--- src/rtl/ddc_seg_pkg.sv ---
// Shared definitions for the DDC segment sequencer: state encoding,
// index width helper and the zero-length segment rule.
package ddc_seg_pkg;

  typedef logic [1:0] seg_state_t;

  localparam seg_state_t ST_IDLE = 2'd0;
  localparam seg_state_t ST_RUN  = 2'd1;
  localparam seg_state_t ST_HOLD = 2'd2;

  function automatic int idx_width(input int num_seg);
    return (num_seg > 1) ? $clog2(num_seg) : 1;
  endfunction

  // A zero segment length would never terminate a segment, so treat it as 1.
  function automatic logic [31:0] eff_seg_len(input logic [31:0] len);
    return (len == 32'd0) ? 32'd1 : len;
  endfunction

endpackage

--- src/rtl/segment_seq_gen_pri_edge_det.sv ---
// pri_edge_det: registers a level input and flags its rising edge
// combinationally in the same cycle the new level is sampled.
module pri_edge_det (
  input  logic clk,
  input  logic rst,
  input  logic sig,
  output logic rise
);

  logic sig_d;

  always_ff @(posedge clk) begin
    if (rst) sig_d <= 1'b0;
    else     sig_d <= sig;
  end

  assign rise = sig & ~sig_d;

endmodule

--- src/rtl/segment_seq_gen.sv ---
// Segment sequencer: splits each PRI into NUM_SEG segments of seg_len clocks.
// Optional status outputs (short_pri, pri_cnt) under SEGMENT_SEQ_STATUS_EN.
//
// state   | meaning
// IDLE    | after reset, waiting for the first PRI rise
// RUN     | frame in progress, counters advancing
// HOLD    | one-shot frame finished, frozen until the next rise
module segment_seq_gen
  import ddc_seg_pkg::*;
#(
  parameter int NUM_SEG   = 4,
  parameter int SEG_LEN_W = 16,
  parameter int PRI_CNT_W = 16,
  localparam int IDX_W    = idx_width(NUM_SEG)
) (
  input  logic                 clk,
  input  logic                 rst,
  input  logic                 pri,
  input  logic [SEG_LEN_W-1:0] seg_len,
  input  logic                 mode_oneshot,
  output logic [IDX_W-1:0]     seg_idx,
  output logic                 seg_valid,
  output logic                 seg_start,
  output logic                 frame_start
`ifdef SEGMENT_SEQ_STATUS_EN
  ,
  output logic                 short_pri,
  output logic [PRI_CNT_W-1:0] pri_cnt
`endif
);

  localparam logic [IDX_W-1:0] LAST_IDX = IDX_W'(NUM_SEG - 1);

  if (NUM_SEG < 2 || PRI_CNT_W < 1 || SEG_LEN_W < 1 || SEG_LEN_W > 32) begin : g_param_check
    $error("segment_seq_gen: unsupported parameter set");
  end

  seg_state_t           state;
  logic                 rise;
  logic [SEG_LEN_W-1:0] len_q;
  logic [SEG_LEN_W-1:0] sub_cnt;
  logic                 oneshot_q;

  pri_edge_det u_pri_edge (
    .clk  (clk),
    .rst  (rst),
    .sig  (pri),
    .rise (rise)
  );

  // A rise takes priority over every boundary so a restart always lands on idx 0.
  always_ff @(posedge clk) begin
    if (rst) begin
      state       <= ST_IDLE;
      len_q       <= SEG_LEN_W'(1);
      oneshot_q   <= 1'b0;
      sub_cnt     <= '0;
      seg_idx     <= '0;
      seg_valid   <= 1'b0;
      seg_start   <= 1'b0;
      frame_start <= 1'b0;
    end else begin
      seg_start   <= 1'b0;
      frame_start <= 1'b0;
      if (rise) begin
        len_q       <= SEG_LEN_W'(eff_seg_len(32'(seg_len)));
        oneshot_q   <= mode_oneshot;
        sub_cnt     <= '0;
        seg_idx     <= '0;
        seg_valid   <= 1'b1;
        seg_start   <= 1'b1;
        frame_start <= 1'b1;
        state       <= ST_RUN;
      end else if (state == ST_RUN) begin
        if (sub_cnt == len_q - SEG_LEN_W'(1)) begin
          sub_cnt <= '0;
          if (seg_idx == LAST_IDX) begin
            if (oneshot_q) begin
              state     <= ST_HOLD;
              seg_valid <= 1'b0;
            end else begin
              seg_idx   <= '0;
              seg_start <= 1'b1;
            end
          end else begin
            seg_idx   <= seg_idx + IDX_W'(1);
            seg_start <= 1'b1;
          end
        end else begin
          sub_cnt <= sub_cnt + SEG_LEN_W'(1);
        end
      end
    end
  end

`ifdef SEGMENT_SEQ_STATUS_EN
  // short_pri flags a one-shot frame cut off by a new PRI; sticky until reset.
  always_ff @(posedge clk) begin
    if (rst) begin
      short_pri <= 1'b0;
      pri_cnt   <= '0;
    end else if (rise) begin
      pri_cnt <= pri_cnt + PRI_CNT_W'(1);
      if (state == ST_RUN && oneshot_q) short_pri <= 1'b1;
    end
  end
`endif

endmodule

--- config.mk ---
export PLATFORM = sky130hd
export DESIGN_NAME = segment_seq_gen
export DESIGN_NICKNAME = d
export VERILOG_FILES = /design/src/rtl/ddc_seg_pkg.sv /design/src/rtl/segment_seq_gen_pri_edge_det.sv /design/src/rtl/segment_seq_gen.sv
export SDC_FILE = /design/constraint.sdc
export NUM_CORES = 1
export LEC_CHECK = 0
export ABC_CLOCK_PERIOD_IN_PS = 3300
export CORE_UTILIZATION = 56
export CTS_CLUSTER_SIZE = 20
export DETAILED_ROUTE_END_ITERATION = 16
export PLACE_DENSITY = 0.86
export SETUP_SLACK_MARGIN = 0.5
export SLEW_MARGIN = 20
export SYNTH_ARGS = -nofsm -noshare
export SYNTH_HDL_FRONTEND = slang
export SYNTH_HIERARCHICAL = 1
export SYNTH_SLANG_ARGS = --single-unit
--- constraint.sdc ---
create_clock -name clk -period 3.3 [get_ports clk]
set_clock_uncertainty 0.15 [all_clocks]
set_input_delay 0.66 -clock clk [delete_from_list [all_inputs] [get_ports clk]]
set_output_delay 0.66 -clock clk [all_outputs]
set_load 0.02 [all_outputs]
# After elaboration in Yosys (flattened, before gate mapping)
# Cells that the tools add are included.
dict set report classes {
  n_reduce_logical 9
  bitwise_logic 2
  n_mux 20
  n_eq_ne 4
  addsub 3
}
# operator n
set op_table {}
lappend op_table {{two-way mux 16 bit} 2}
lappend op_table {{adder 16 x 1 -> 16 bit (second input constant)} 1}
lappend op_table {{equality test 16 bit} 1}
lappend op_table {{logical NOT 16 bit} 1}
lappend op_table {{two-way mux 1 bit} 16}
lappend op_table {{subtractor 16 x 1 -> 16 bit (second input constant)} 1}
lappend op_table {{AND reduction 4 bit} 2}
lappend op_table {{nonzero test 2 bit} 4}
lappend op_table {{two-way mux 2 bit} 2}
lappend op_table {{AND reduction 3 bit} 1}
lappend op_table {{adder 2 x 1 -> 2 bit (second input constant)} 1}
lappend op_table {{equality test 2 x 1 -> 1 bit (second input constant)} 1}
lappend op_table {{equality test 2 bit (second input constant)} 1}
lappend op_table {{!= test 2 bit (second input constant)} 1}
lappend op_table {{OR reduction 2 bit} 1}
lappend op_table {{bitwise AND 1 bit} 1}
lappend op_table {{NOT 1 bit} 1}
dict set report word_totals {
  in_bits 20
  regBits 41
  output_inout_bits 5
  wordCells 48
}

# Logic depth before layout (Yosys ltp)
# Gate-level depths: netlist of run 1.
dict set report depth {
  depth_word 5
  depth_mapped 12
  depth_no_buf 9
}

# Hierarchy
# Netlist of run 1, hierarchy kept.
# module instances seq_area_each_um2 area_per_inst_um2 cells_each
set modules_own_cells {}
lappend modules_own_cells {segment_seq_gen 1 780.7 2172.1 257}
lappend modules_own_cells {pri_edge_det 1 20.0 47.5 3}

# Worst setup path after synthesis of run 1
# No wires, ideal clock.
dict set report synth_timing {
  path_type {reg2reg}
  start {reg len_q[6]}
  end {reg sub_cnt[10]}
  path_buffers 2
  period_less_slack_ns 2.937
  required_time_ns 3.033
  setup_time_ns 0.117
  path_stages_with_launch 10
  slack_ns 0.363
  arrival_time_ns 2.669
  path_cell_list {dfxtp_1 > buf_6 > or4_4 > or3_1 > a2111oi_2 > o211ai_1 > a2111o_1 > o21ai_1 > buf_2 > nor2_1}
}
dict set report synth_between {
  elab_chain_len 3
}
# element line_no
set synth_rtl {}
lappend synth_rtl {{start: declaration} segment_seq_gen.sv:40} ;# logic [SEG_LEN_W-1:0] len_q;
lappend synth_rtl {{start signal: assignment} segment_seq_gen.sv:66} ;# len_q <= SEG_LEN_W'(eff_seg_len(32'(seg_len)));
lappend synth_rtl {{subtractor 16 x 1 -> 16 bit} segment_seq_gen.sv:75} ;# if (sub_cnt == len_q - SEG_LEN_W'(1)) begin
lappend synth_rtl {{equality test 16 bit} segment_seq_gen.sv:75}
lappend synth_rtl {{two-way mux 16 bit} segment_seq_gen.sv:75}
lappend synth_rtl {{end signal: assignment} segment_seq_gen.sv:90} ;# sub_cnt <= sub_cnt + SEG_LEN_W'(1);
lappend synth_rtl {{end: declaration} segment_seq_gen.sv:41} ;# logic [SEG_LEN_W-1:0] sub_cnt;
# No other way between the ends.
# A chain may end at the register's enable or synchronous reset.

# Worst setup path in the final report of run 1
dict set report layout_timing {
  start {reg len_q[6]}
  end {reg seg_idx[0]}
}
dict set report layout_between {
  elab_chain_len 3
}
# element line_no
set layout_rtl {}
lappend layout_rtl {{subtractor 16 x 1 -> 16 bit} segment_seq_gen.sv:75}
lappend layout_rtl {{equality test 16 bit} segment_seq_gen.sv:75}
lappend layout_rtl {{AND reduction 3 bit (no source line)} --}
lappend layout_rtl {{end signal: assignment} segment_seq_gen.sv:86} ;# seg_idx <= seg_idx + IDX_W'(1);
lappend layout_rtl {{end: declaration} segment_seq_gen.sv:21} ;# output logic [IDX_W-1:0] seg_idx,
# No other way between the ends.

==> results.cfg, run 1 <==
[critical_path]
start_kind = flop
cp_num_buf_inv = 0
r2r_slack_ps = 360
crit_family = simple AND/OR/NAND/NOR gates
worstPathArrival_ps = 3020
slowest_delay_ps = 540
cp_cell_sequence = or4_4, or3_4, a2111oi_4, o211ai_1, a2111o_1, or4_4, a21oi_2
crit_path_frequent_cell = or4_4
crit_required_ps = 3380
path_class = flop to flop
cpMaxStageDelayCell = or4_4
critPathMaxFanout = 4
end_kind = flop

[placed_design]
io_buffers = 24
dpl.hpwl_mm = 3.73
place.gp.congestion = 0.933

[cts]
postCtsHoldBufs = 0
clk_latency_ps = 290
clock_path_buffers = 2
clk_pin_slew_ps = 70
cts_buffers = 5
cts_root_buf = clkbuf_8
htree_levels = 2
clock-sinks = 40
cts_tree = done

[power_and_ir_drop]
ir_drop_v = 0.000353
p_int_uw = 752
combinationalPowerShare = 0.208
power.density_mw_per_mm2 = 381
pwr-share-seq = 0.502
switching_share = 0.277
power.share.clock = 0.290
p_leak_nw = 0.988
p_sw_uw = 287

[logic_synthesis]
synthFlopType = dfxtp_1
synth_cells = 260
synth.most_common_cell = nor2_1
ys_top_cells_by_count = 43 x nor2_1, 40 x dfxtp_1, 19 x xnor2_1
synth-seq-cells = 40
ys_warn_count = 6
yosysTopAreaCellShare = 0.361
synth-edff-count = 0
netlist_area_sq_mm = 0.00222
synthArstFlopShare = 0
synth_cell_type_count = 48
synth_area_leader_cell = dfxtp_1
synth_nets = 283
synth_area_leaders = dfxtp_1 36%, mux2i_1 8.1%, xnor2_1 7.5%, nor2_1 7.3%, xor2_1 4.7%
avgSynthCellArea_sq_um = 8.54
yosysSeqAreaShare = 0.361

[die]
dieWidth_um = 65.0
core.rowCount = 22
fp.dieH_um = 65.0
pin_count = 25
dieArea_sq_mm = 0.00422
coreArea_sq_mm = 0.00374
start_util = 0.593

[timing]
final.setup.tns_ps = 0
period_needed_ps = 2940
slew_violations = 0
whs_ps = 340
rsz0062_at_grt = true
worst_pin_slew_ps = 383
fin_crit_sh = 0.892
fmax_ghz = 0.340
final_hold_viol_count = 0
slew_headroom = 0.742
setup_viol = 0

[detailed_routing]
vias = 1967
postRouteAntennaNets = 0
wl_mm = 5.24
drc = 0
first_iter_violations = 151
viasPerCell = 5.82
dr.pass1.iters = 4
routedWlPerCell_um = 15.5

[global_route]
grt_max_degree = 18
antenna_found_initial = 0
grt_pass1_vias = 1928
overflow = 0
grt_use_total = 0.272
grt_pass1_wl_mm = 8.80

[layout]
antenna_cells = 0
n_fill_cell = 282
fin_nets = 313
drive_gt1_frac = 0.141
syn2layout_area_growth_pct = 22.8

[status]
status = completed

[flow_run]
maxCapViolCount = 0

[worst_hold_path]
hp-class = flop to flop
## worst reg2reg max path: stages (launching register included)
cell and delay (ps):
dfxtp_4 350, or4_4 540, or3_4 350, a2111oi_4 330, o211ai_1 130, a2111o_1 440
or4_4 440, a21oi_2 150
## per-stage QoR
step | power [mW] | utilization | instances | setup slack (ps) | area, sq um
5_1_grt | 1.09 | 0.728 | 338 | 291 | 2730
2_1_floorplan | 0.658 | - | 260 | 390 | 2250
3_5_place_dp | 0.725 | 0.677 | 325 | 253 | 2540
6_report | 1.04 | 0.728 | 338 | 356 | 2730
4_1_cts | 1.03 | 0.715 | 337 | 432 | 2680
3_3_place_gp | 0.720 | 0.677 | 325 | 300 | 2540
## sequential cells by signal, summed over array words and instances (netlist names)
name              count
u_pri_edge/sig_d      1
len_q                16
seg_idx               2
sub_cnt              16
frame_start           1
seg_start             1
oneshot_q             1
state                 2
## cell type report
type	count	area (sq um)	share of cell area
multi-input cells	200	1410	0.518
flip-flops and latches	40	807	0.296
repair buffers	38	349	0.128
clock buffers	6	72.6	0.0266
well taps	48	60.1	0.0220
inverters	5	18.8	0.00689
clock inverters	1	5.00	0.00184
## power by group through the flow
stage / Combinational, mW / Clock [mW] / Sequential, mW
floorplan: 0.131 / 0 / 0.527
global placement: 0.187 / 0 / 0.533
detailed placement: 0.192 / 0 / 0.534
CTS: 0.205 / 0.306 / 0.521
global route: 0.234 / 0.328 / 0.524
finish: 0.216 / 0.301 / 0.522
## timing repair
action	4_1_cts	5_1_grt
resized for setup	8	7
setup buffers	5	1
setup endpoints to repair	19	20
pin swaps	5	6
## final timing paths
check                                 from          to  cells after the start
worst max-delay path              len_q[6]  seg_idx[0]                      7
worst min-delay path            seg_idx[1]  seg_idx[1]                      2
worst max register to register    len_q[6]  seg_idx[0]                      7
worst min register to register  seg_idx[1]  seg_idx[1]                      2
## cells by family after synthesis
family,synth area share
compound gates,0.0992
xor+xnor,0.122
fa+ha+maj,0.0169
buf+inv,0.0378
flops,0.361
mux,0.0862
simple gates,0.277
## metal layers
metal / share of wire / vias up / GRT usage
met1: 0.42 / 914 / 0.313
met3: 0.064 / 14 / 0.0687
met4: 0.026 / 0 / 0.122
met5: 0 / - / 0
met2: 0.49 / 66 / 0.469
li1: - / 973 / -
## layout by cell type, fill, tap and decap left out, types with 2 or more instances in the layout
cell / n
a21oi_1: 5
a21oi_2: 2
a31oi_1: 4
and3_1: 3
and3b_1: 2
buf_4: 13
clkbuf_8: 5
clkdlybuf4s50_1: 24
dfxtp_1: 37
dfxtp_2: 2
ha_1: 3
inv_1: 5
mux2i_1: 18
nand2_1: 15
nand3_1: 12
nand4_1: 8
nor2_1: 43
nor2b_1: 5
nor2b_4: 2
nor3_1: 6
nor4_1: 5
o211ai_1: 2
o21ai_0: 4
o31ai_4: 2
or2_2: 2
or3_1: 3
or4_4: 2
xnor2_1: 19
xor2_1: 12
No activity file was read; power rests on OpenSTA's default activity.
==> inputs of run 2 (changes only) <==
--- a/config.mk
+++ b/config.mk
@@ -6,10 +6,10 @@
 export NUM_CORES = 1
 export LEC_CHECK = 0
 export ABC_CLOCK_PERIOD_IN_PS = 3300
-export CORE_UTILIZATION = 56
+export CORE_UTILIZATION = 25
 export CTS_CLUSTER_SIZE = 20
 export DETAILED_ROUTE_END_ITERATION = 16
-export PLACE_DENSITY = 0.86
+export PLACE_DENSITY = 0.48
 export SETUP_SLACK_MARGIN = 0.5
 export SLEW_MARGIN = 20
 export SYNTH_ARGS = -nofsm -noshare
==> results.cfg, run 2 (synthesized netlist as in run 1, its figures left out) <==
[global_route]
antenna_found_initial = 0
grt_pass1_vias = 1757
grt_use_total = 0.124
grt_pass1_wl_mm = 8.62
grt_max_degree = 24
overflow = 0

[timing]
fmax_ghz = 0.350
slew_headroom = 0.729
final_hold_viol_count = 0
final.setup.tns_ps = 0
worst_pin_slew_ps = 403
fin_crit_sh = 0.866
rsz0062_at_grt = true
period_needed_ps = 2860
slew_violations = 0
layout_setup_ws_ps = 444
setup_viol = 0

[layout]
final_area_sq_mm = 0.00276
antenna_cells = 0
reg_top3 = len_q (16), sub_cnt (16)
layout_common_cells = 43 x nor2_1, 37 x dfxtp_1, 24 x clkdlybuf4s50_1
final_common_cell = nor2_1
syn2layout_area_growth_pct = 24.5
fin_nets = 312
final_util = 0.318
drive_gt1_frac = 0.128

[placed_design]
place_area_sq_mm = 0.00263
place.gp.congestion = 0.749
io_buffers = 24
dpl.hpwl_mm = 3.86
dp_slack_ps = 304

[power_and_ir_drop]
p_sw_uw = 289
switching_share = 0.278
pwr-share-seq = 0.501
p_leak_nw = 0.981
power.density_mw_per_mm2 = 376
ir_drop_v = 0.000215
p_int_uw = 751
power.share.clock = 0.298
combinationalPowerShare = 0.201

[die]
dieWidth_um = 96.2
pin_count = 25
fp.dieH_um = 96.2
dieArea_sq_mm = 0.00926
start_util = 0.256
coreArea_sq_mm = 0.00868
core.rowCount = 34

[detailed_routing]
routedWlPerCell_um = 12.9
wl_mm = 5.14
first_iter_violations = 95
dr.pass1.iters = 4
postRouteAntennaNets = 0
viasPerCell = 4.73
vias = 1876
drc = 0

[critical_path]
start_kind = flop
end_kind = flop
cp_cell_sequence = or4_4, or3_4, a2111oi_4, o211ai_1, a2111o_1, or4_1, a21oi_1
crit_required_ps = 3380
cpMaxStageDelayCell = or4_4
critPathMaxFanout = 6
path_class = flop to flop
slowest_delay_ps = 530
worstPathArrival_ps = 2940

[cts]
htree_levels = 2
cts_buffers = 5
clk_latency_ps = 290
cts_tree = done
clock_path_buffers = 2
clock-sinks = 40
postCtsHoldBufs = 0
clk_pin_slew_ps = 80
cts_root_buf = clkbuf_8

[flow_run]
maxCapViolCount = 0

[status]
status = completed

[worst_hold_path]
hp-class = flop to flop
-- run 2: cell count changes in the layout (fill, tap and decap cells not counted), sizes merged --
cell / before / now
buf: 14 / 13
-- run 2: layer usage --
metal	share of wire	global-route usage	vias to the layer above
met5	0	0	-
met4	0.016	0.0485	0
met3	0.039	0.0237	8
met2	0.45	0.197	28
met1	0.49	0.164	871
li1	-	-	969
-- run 2: stage by stage --
stage	std cells	power [mW]	hold slack, ps
3_5_place_dp	387	0.730	330
6_report	397	1.04	340
5_1_grt	397	1.10	364
4_1_cts	396	1.05	343
3_3_place_gp	387	0.730	328
2_1_floorplan	260	0.658	308
-- run 2: critical path, delay by kind of cell (launching register included) --
family,cells,cell delay (ps)
AND/OR/NAND/NOR,3,1300
AO/OA/AOI/OAI,4,980
flip-flops,1,360
-- run 2: layout make-up --
cell class                      count  area [sq um]
Fill cell                         928          5920
Multi-Input combinational cell    200          1390
Sequential cell                    40           807
Timing Repair Buffer               37           338
Tap cell                          108           135
Clock buffer                        6          72.6
Inverter                            5          18.8
Clock inverter                      1          5.00
-- run 2: power groups by stage --
stage               clock (mW)  sequential, mW  combinational, mW
floorplan                    0           0.527              0.131
global placement             0           0.533              0.198
detailed placement           0           0.533              0.197
CTS                      0.327           0.522              0.201
global route             0.348           0.524              0.232
finish                   0.310           0.521              0.209
-- run 2: what timing repair did --
action | CTS | global route
setup buffers | 2 | 1
gates resized for setup | 3 | 6
pin swaps | 2 | 0
setup endpoints to repair | 16 | 21
-- run 2: worst paths after layout --
| kind | startpoint | end | slack [ps] | cells after the start |
|---|---|---|---|---|
| max | len_q[6] | seg_idx[0] | 440 | 7 |
| max reg2reg | len_q[6] | seg_idx[0] | 440 | 7 |
| min | seg_idx[1] | seg_idx[1] | 340 | 2 |
| min reg2reg | seg_idx[1] | seg_idx[1] | 340 | 2 |
==> inputs of run 3 (changes only) <==
--- a/config.mk
+++ b/config.mk
@@ -5,7 +5,7 @@
 export SDC_FILE = /design/constraint.sdc
 export NUM_CORES = 1
 export LEC_CHECK = 0
-export ABC_CLOCK_PERIOD_IN_PS = 3300
+export ABC_CLOCK_PERIOD_IN_PS = 3000
 export CORE_UTILIZATION = 25
 export CTS_CLUSTER_SIZE = 20
 export DETAILED_ROUTE_END_ITERATION = 16
==> constraint.sdc (replaced) <==
create_clock -name clk -period 3 [get_ports clk]
set_clock_uncertainty 0.15 [all_clocks]
set_input_delay 0.6 -clock clk [delete_from_list [all_inputs] [get_ports clk]]
set_output_delay 0.6 -clock clk [all_outputs]
set_load 0.02 [all_outputs]
==> results.cfg, run 3 (synthesized netlist as in run 1, its figures left out) <==
[status]
status = completed

[critical_path]
r2r_slack_ps = 120
crit_start = len_q[6]
start_kind = flop
worstPathArrival_ps = 2900
crit_family = simple AND/OR/NAND/NOR gates
crit_path_frequent_cell = buf_6
crit_required_ps = 3020
reg2reg_depth = 10
critPathMaxFanout = 4
rr_endpoint = sub_cnt[2]
cp_num_cells = 10
cp_num_buf_inv = 3
path_class = flop to flop
cp_cell_sequence = or4_4, or3_4, a2111oi_4, o211ai_1, a2111o_1, buf_4, buf_6, buf_6, nand4b_1, a31oi_1
r2r_start = len_q[6]
cpMaxStageDelayCell = or4_4
slowest_delay_ps = 530
crit_end = sub_cnt[2]
end_kind = flop

[detailed_routing]
first_iter_violations = 88
viasPerCell = 4.69
routedWlPerCell_um = 13.2
vias = 1914
drc = 0
wl_mm = 5.40
dr.pass1.iters = 4
postRouteAntennaNets = 0

[global_route]
grt_pass1_vias = 1841
antenna_found_initial = 0
grt_pass1_wl_mm = 9.08
overflow = 0
grt_use_total = 0.129
grt_max_degree = 21

[die]
pin_count = 25
dieArea_sq_mm = 0.00926
coreArea_sq_mm = 0.00868
fp.dieH_um = 96.2
dieWidth_um = 96.2
start_util = 0.256
core.rowCount = 34

[layout]
seq_area_sq_um = 802
drive_gt1_frac = 0.167
reg_top3 = len_q (16), sub_cnt (16)
antenna_cells = 0
final_cells = 408
n_fill_cell = 923
syn2layout_area_growth_pct = 32.3
final_common_cell = nor2_1
fin_nets = 322
layout_common_cells = 43 x nor2_1, 39 x dfxtp_1, 24 x clkdlybuf4s50_1
multi_input_area_sq_mm = 0.00142

[timing]
slew_headroom = 0.758
layout_setup_ws_ps = 119
fmax_ghz = 0.347
worst_pin_slew_ps = 361
final.setup.tns_ps = 0
slew_violations = 0
final_hold_viol_count = 0
fin_crit_sh = 0.960
setup_viol = 0
period_needed_ps = 2880
rsz0062_at_grt = true

[cts]
cts_root_buf = clkbuf_8
htree_levels = 2
clock-sinks = 40
cts_tree = done
postCtsHoldBufs = 0
cts_buffers = 5
clock_path_buffers = 2
clk_latency_ps = 290
clk_pin_slew_ps = 80

[flow_run]
maxCapViolCount = 0

[worst_hold_path]
hp-class = flop to flop

[power_and_ir_drop]
p_leak_nw = 1.06
ir_drop_v = 0.000180
power.density_mw_per_mm2 = 445

[placed_design]
place_inst = 391
place.gp.congestion = 0.826
dpl.hpwl_mm = 3.98
dp_slack_ps = 85.1
io_buffers = 24
[run 3: cell types whose count changed in the layout (fill, tap and decap cells not counted), sizes merged]
| cell | change |
|---|---|
| buf | +10 |
| clkbuf | +1 |
| clkinv | -1 |
| bufinv | +1 |
[run 3: area by class of cell]
class                   count  share of cell area
clock buffers               7              0.0328
clock inverters             1              0.0102
inverters                   5             0.00639
multi-input cells         200               0.484
flip-flops and latches     40               0.273
well taps                 108              0.0460
repair buffers             47               0.147
[run 3: layer usage]
layer  share of wire  GRT usage  vias to the layer above
met3           0.025     0.0237                        6
met2            0.47      0.206                       26
met4           0.016     0.0498                        0
li1                -          -                      993
met1            0.49      0.170                      889
met5               0          0                        -
[run 3: repair_timing]
| action | in CTS | in global routing |
|---|---|---|
| gates resized for setup | 9 | 3 |
| pin swaps | 6 | 1 |
| endpoints found under the setup margin | 21 | 21 |
| setup buffers | 6 | 3 |
[run 3: power by group]
part | switching, mW | leakage (nW) | internal, mW
Combinational | 0.125 | 0.671 | 0.133
Sequential | 0.0199 | 0.327 | 0.549
Clock | 0.187 | 0.0645 | 0.294
Total | 0.332 | 1.06 | 0.976
[run 3: worst min path at each step]
stage / start / end / cells past startpoint
after floorplan: state[1] / state[1] / 2
after global placement: seg_idx[1] / seg_idx[1] / 2
after detailed placement: seg_idx[1] / seg_idx[1] / 2
after CTS: seg_idx[1] / seg_idx[1] / 2
after global routing: seg_idx[1] / seg_idx[1] / 2
final: seg_idx[1] / seg_idx[1] / 2
[run 3: through the flow]
stage,utilization,area [sq um],total power [mW],hold slack [ps]
global placement,0.308,2670,0.810,319
detailed placement,0.308,2670,0.811,326
floorplan,-,2250,0.726,308
CTS,0.334,2900,1.32,339
finish,0.338,2940,1.31,338
global route,0.338,2940,1.38,394
[run 3: worst register-to-register path, delay by kind of cell, from the launching register on]
family                 cells  cell delay [ps]
buffers and inverters      3              380
DFF                        1              320
AOI/OAI and AO/OA          4              930
and+or+nand+nor            3              980
